### src/rtl/serial_adder.sv
// serial_adder: multi-cycle adder, two bits per clock LSB-first, registered carry between slices.
// start is honoured only in IDLE; done is a one-cycle strobe with sum/cout valid.
module serial_adder #(
  parameter int WIDTH = 8
) (
  input  logic             clk,
  input  logic             reset_n,
  input  logic             start,
  input  logic [WIDTH-1:0] a,
  input  logic [WIDTH-1:0] b,
  input  logic             cin,
  output logic             busy,
  output logic             done,
  output logic [WIDTH-1:0] sum,
  output logic             cout
);
  localparam int N  = WIDTH / 2;
  localparam int CW = (N > 1) ? $clog2(N) : 1;
  typedef enum logic [1:0] {IDLE, RUN, DONE} state_t;
  if (WIDTH < 2 || WIDTH % 2 != 0) begin : g_bad_width
    $error("serial_adder: WIDTH must be even and >= 2");
  end
  state_t           state_q;
  logic [CW-1:0]    cnt_q;
  logic [WIDTH-1:0] a_q, b_q, sum_q, sum_d;
  logic             carry_q, cout_q, busy_q, done_q;
  logic [1:0]       lo, hi;
  logic             last;
  always_comb begin
    lo    = {1'b0, a_q[0]} + {1'b0, b_q[0]} + {1'b0, carry_q};
    hi    = {1'b0, a_q[1]} + {1'b0, b_q[1]} + {1'b0, lo[1]};
    // new slice enters at the top; after N shifts slice 0 lands in sum[1:0]
    sum_d = (WIDTH'({hi[0], lo[0]}) << (WIDTH - 2)) | (sum_q >> 2);
    last  = cnt_q == CW'(N - 1);
  end
  always_ff @(posedge clk or negedge reset_n) begin
    if (!reset_n) begin
      state_q <= IDLE;
      cnt_q   <= '0;
      a_q     <= '0;
      b_q     <= '0;
      sum_q   <= '0;
      carry_q <= 1'b0;
      cout_q  <= 1'b0;
      busy_q  <= 1'b0;
      done_q  <= 1'b0;
    end else begin
      case (state_q)
        IDLE: if (start) begin
          state_q <= RUN;
          busy_q  <= 1'b1;
          a_q     <= a;
          b_q     <= b;
          carry_q <= cin;
          cnt_q   <= '0;
        end
        RUN: begin
          a_q     <= a_q >> 2;
          b_q     <= b_q >> 2;
          carry_q <= hi[1];
          sum_q   <= sum_d;
          cnt_q   <= cnt_q + CW'(1);
          if (last) begin
            state_q <= DONE;
            busy_q  <= 1'b0;
            done_q  <= 1'b1;
            cout_q  <= hi[1];
          end
        end
        DONE: begin
          state_q <= IDLE;
          done_q  <= 1'b0;
        end
        default: state_q <= IDLE;
      endcase
    end
  end
  assign busy = busy_q;
  assign done = done_q;
  assign sum  = sum_q;
  assign cout = cout_q;
endmodule

### config.mk
export PLATFORM = sky130hd
export DESIGN_NAME = serial_adder
export DESIGN_NICKNAME = d
export VERILOG_FILES = /design/src/rtl/serial_adder.sv
export SDC_FILE = /design/constraint.sdc
export NUM_CORES = 1
export LEC_CHECK = 0
export BUFFER_PORTS_ARGS = -buffer_cell sky130_fd_sc_hd__buf_2
export CAP_MARGIN = 20
export CELL_PAD_IN_SITES_DETAIL_PLACEMENT = 1
export CELL_PAD_IN_SITES_GLOBAL_PLACEMENT = 1
export CORE_ASPECT_RATIO = 0.6
export CORE_MARGIN = 4
export CORE_UTILIZATION = 41
export CTS_CLUSTER_SIZE = 12
export DETAILED_ROUTE_END_ITERATION = 10
export HOLD_SLACK_MARGIN = 0.08
export PLACE_DENSITY = 0.8
export REMOVE_ABC_BUFFERS = 1
export SLEW_MARGIN = 0
export SYNTH_ARGS = -nofsm -noshare
export SYNTH_HDL_FRONTEND = slang
export SYNTH_SLANG_ARGS = --single-unit
### constraint.sdc
create_clock -name clk -period 1.9 [get_ports clk]
set_input_delay 0.475 -clock clk [delete_from_list [all_inputs] [get_ports clk]]
set_output_delay 0.475 -clock clk [all_outputs]
set_load 0.01 [all_outputs]
==> flow_metrics.env <==
export IMPL_setup_worst_path_start="state_q[1]$_DFFE_PN0P_"
export IMPL_cts_sinks=32
export IMPL_min_period_ns=1.63
export IMPL_r2r_cells=3
export IMPL_grt_overflow_total=0
export IMPL_postCtsSetupRepairBufs=0
export IMPL_worst_pin_slew_ns=0.703
export IMPL_dr_pass1_iters=4
export IMPL_vias=1227
export IMPL_nets=196
export IMPL_grt_pass1_wl_um=6340
export IMPL_path_max_fanout=15
export IMPL_grt_pass1_vias=1367
export IMPL_status="finished, final reports clean"
export IMPL_ctsHoldBuffers=0
export IMPL_netlist_instances=143
export IMPL_synth_avg_cell_area_um2=10.3
export IMPL_synth_most_common_cell="dfrtp_1"
export IMPL_drv_cap=0
export IMPL_route_detailed_drc=0
export IMPL_ant_nets=0
export IMPL_start_util=0.439
export IMPL_drive_above_1_share=0.264
export IMPL_worst_setup_path_start_kind="register"
export IMPL_num_antenna_cells=0
export IMPL_r2r_setup_slack_ns=0.27
export IMPL_relSlewSlack=0.532
export IMPL_drt_iter0_markers=13
export IMPL_grt_start_max_net_pins=33
export IMPL_die_y_um=54.3
export IMPL_worstReg2RegStart="state_q[1]$_DFFE_PN0P_"
export IMPL_grt_usage=0.183
export IMPL_routed_via_density=5.60
export IMPL_ys_top_cells_by_area="dfrtp_1, nor3_1, o21ai_0"
export IMPL_hold_violations=0
export IMPL_power_density_nw_per_um2=1790
export IMPL_wl_um=3850
export IMPL_synth_cell_types=26
export IMPL_finalMaxSlewViolations=0
export IMPL_setup_viol=0
export IMPL_totalPowerFinal_mw=3.11
export IMPL_ys_top_cells_by_count="dfrtp_1, nor3_1, o21ai_0"
export IMPL_ir_drop_mv=0.700
export IMPL_cts_resized=0
export IMPL_clk_latency_ns=0.28
export IMPL_core_um2=3340
export IMPL_synth_top_area_frac=0.546
export IMPL_cts_buffers=5
export IMPL_worst_setup_path_type="register to register"
export IMPL_synth_edf_count=0
export IMPL_dieArea_um2=4630
export IMPL_path_clk_slew_ns=0.07
export IMPL_h_tree_depth=2
export IMPL_routedWlPerCell_um=17.6
export IMPL_fp_row_count=16
export IMPL_min_period_over_period=0.859
export IMPL_rsz0062_at_grt="false"
export IMPL_synth_ff_type="dfrtp_1"
export IMPL_cts_buffer_depth=2
export IMPL_dieWidth_um=85.2
export IMPL_fmax_mhz=612
export IMPL_skew_ns=0.0106
export IMPL_hold_class="input port to asynchronous set/reset pin"
export IMPL_leakagePower_nw=0.793
export IMPL_cts_tree="done"
export IMPL_syn_to_final_growth_pct=18.1
export IMPL_synth_seq_cells=32
export IMPL_io_pins=31
export IMPL_fin_setup_tns_ns=0
export IMPL_globalplace_congestion=0.734
export IMPL_ys_async_sr_fraction=1.00
export IMPL_cp_endpoint="b_q[2]$_DFFE_PN0P_"
export IMPL_hpwl_um=2790
export IMPL_yosysTopAreaCell="dfrtp_1"
export IMPL_end_kind="register"
export IMPL_portBuffers=30
export IMPL_cts_root_buf="clkbuf_8"
export IMPL_ys_warn_count=0
export IMPL_antenna_found_initial=0
export IMPL_cp_data_required_time_ns=2.06
export IMPL_r2r_end="b_q[2]$_DFFE_PN0P_"
export IMPL_worstPathArrival_ns=1.80
export IMPL_ys_seq_area_frac=0.546
export IMPL_syn_area_um2=1470
stage by stage:
step           hold WS [ns]  std cells  utilization  setup WS (ns)  cell area (um^2)
2_1_floorplan         0.179        133            -         0.0256              1410
3_3_place_gp          0.467        211        0.491          0.383              1640
3_5_place_dp          0.484        211        0.491          0.284              1640
4_1_cts               0.262        219        0.518          0.294              1730
5_1_grt               0.298        219        0.518          0.152              1730
6_report              0.236        219        0.518          0.267              1730
where the power goes:
| group | switching, mW | leakage (nW) | internal (mW) |
|---|---|---|---|
| combinational | 0.722 | 0.363 | 0.565 |
| clock | 0.236 | 0.0455 | 0.295 |
| sequential | 0.279 | 0.385 | 1.01 |
worst min path at each step:
stage / from / to / slack (ns) / cells after the start
3_5_place_dp: cnt_q[0]$_DFFE_PN0P_ / cnt_q[0]$_DFFE_PN0P_ / 0.48 / 1
3_3_place_gp: cout$_DFFE_PN0P_ / cout$_DFFE_PN0P_ / 0.47 / 2
2_1_floorplan: reset_n / a_q[0]$_DFFE_PN0P_ / 0.18 / 0
4_1_cts: reset_n / sum[1]$_DFFE_PN0N_ / 0.26 / 1
6_report: reset_n / sum[3]$_DFFE_PN0N_ / 0.24 / 1
5_1_grt: reset_n / sum[1]$_DFFE_PN0N_ / 0.30 / 1
state kept, by name, indices dropped and copies added, names as in the netlist:
register  cells
busy          1
cout          1
carry_q       1
sum           8
a_q           8
cnt_q         2
b_q           8
state_q       2
done          1
layout make-up:
type,count,area [um^2]
tap,45,56.3
multi-input combinational,92,579
clock buffer,8,90.1
sequential,32,801
fill,383,1610
timing repair buffer,33,173
inverter,9,33.8
logic make-up after synthesis:
family                     Yosys count  synth area share
muxes                                7            0.0554
and+or+nand+nor                     47             0.159
buffers and inverters               19            0.0597
AOI/OAI and AO/OA                   35             0.144
DFF                                 32             0.546
adders and majority gates            3            0.0358
placed cells by master (no fill, tap or decap), types with 5 or more instances in the layout:
master,netlist,final
buf_2,4,30
clkbuf_8,0,6
mux2_2,5,5
nor3_1,27,27
nor2_1,6,6
dfrtp_1,32,32
inv_1,9,9
o22ai_1,12,12
o21ai_0,16,16
nand2_1,7,7
worst max-delay path: stages, from the launching register on:
cell,delay [ns]
dfrtp_1,0.64
nand2b_1,0.48
nor3_1,0.11
nor3_1,0.30
routing by layer:
layer | up-vias | part of all wire | global-route usage
met5 | - | 0 | 0
met4 | 0 | 0.016 | 0.0895
met3 | 9 | 0.052 | 0.0617
li1 | 570 | - | -
met2 | 33 | 0.50 | 0.332
met1 | 615 | 0.43 | 0.199
Power figures use the tool's default switching activity.
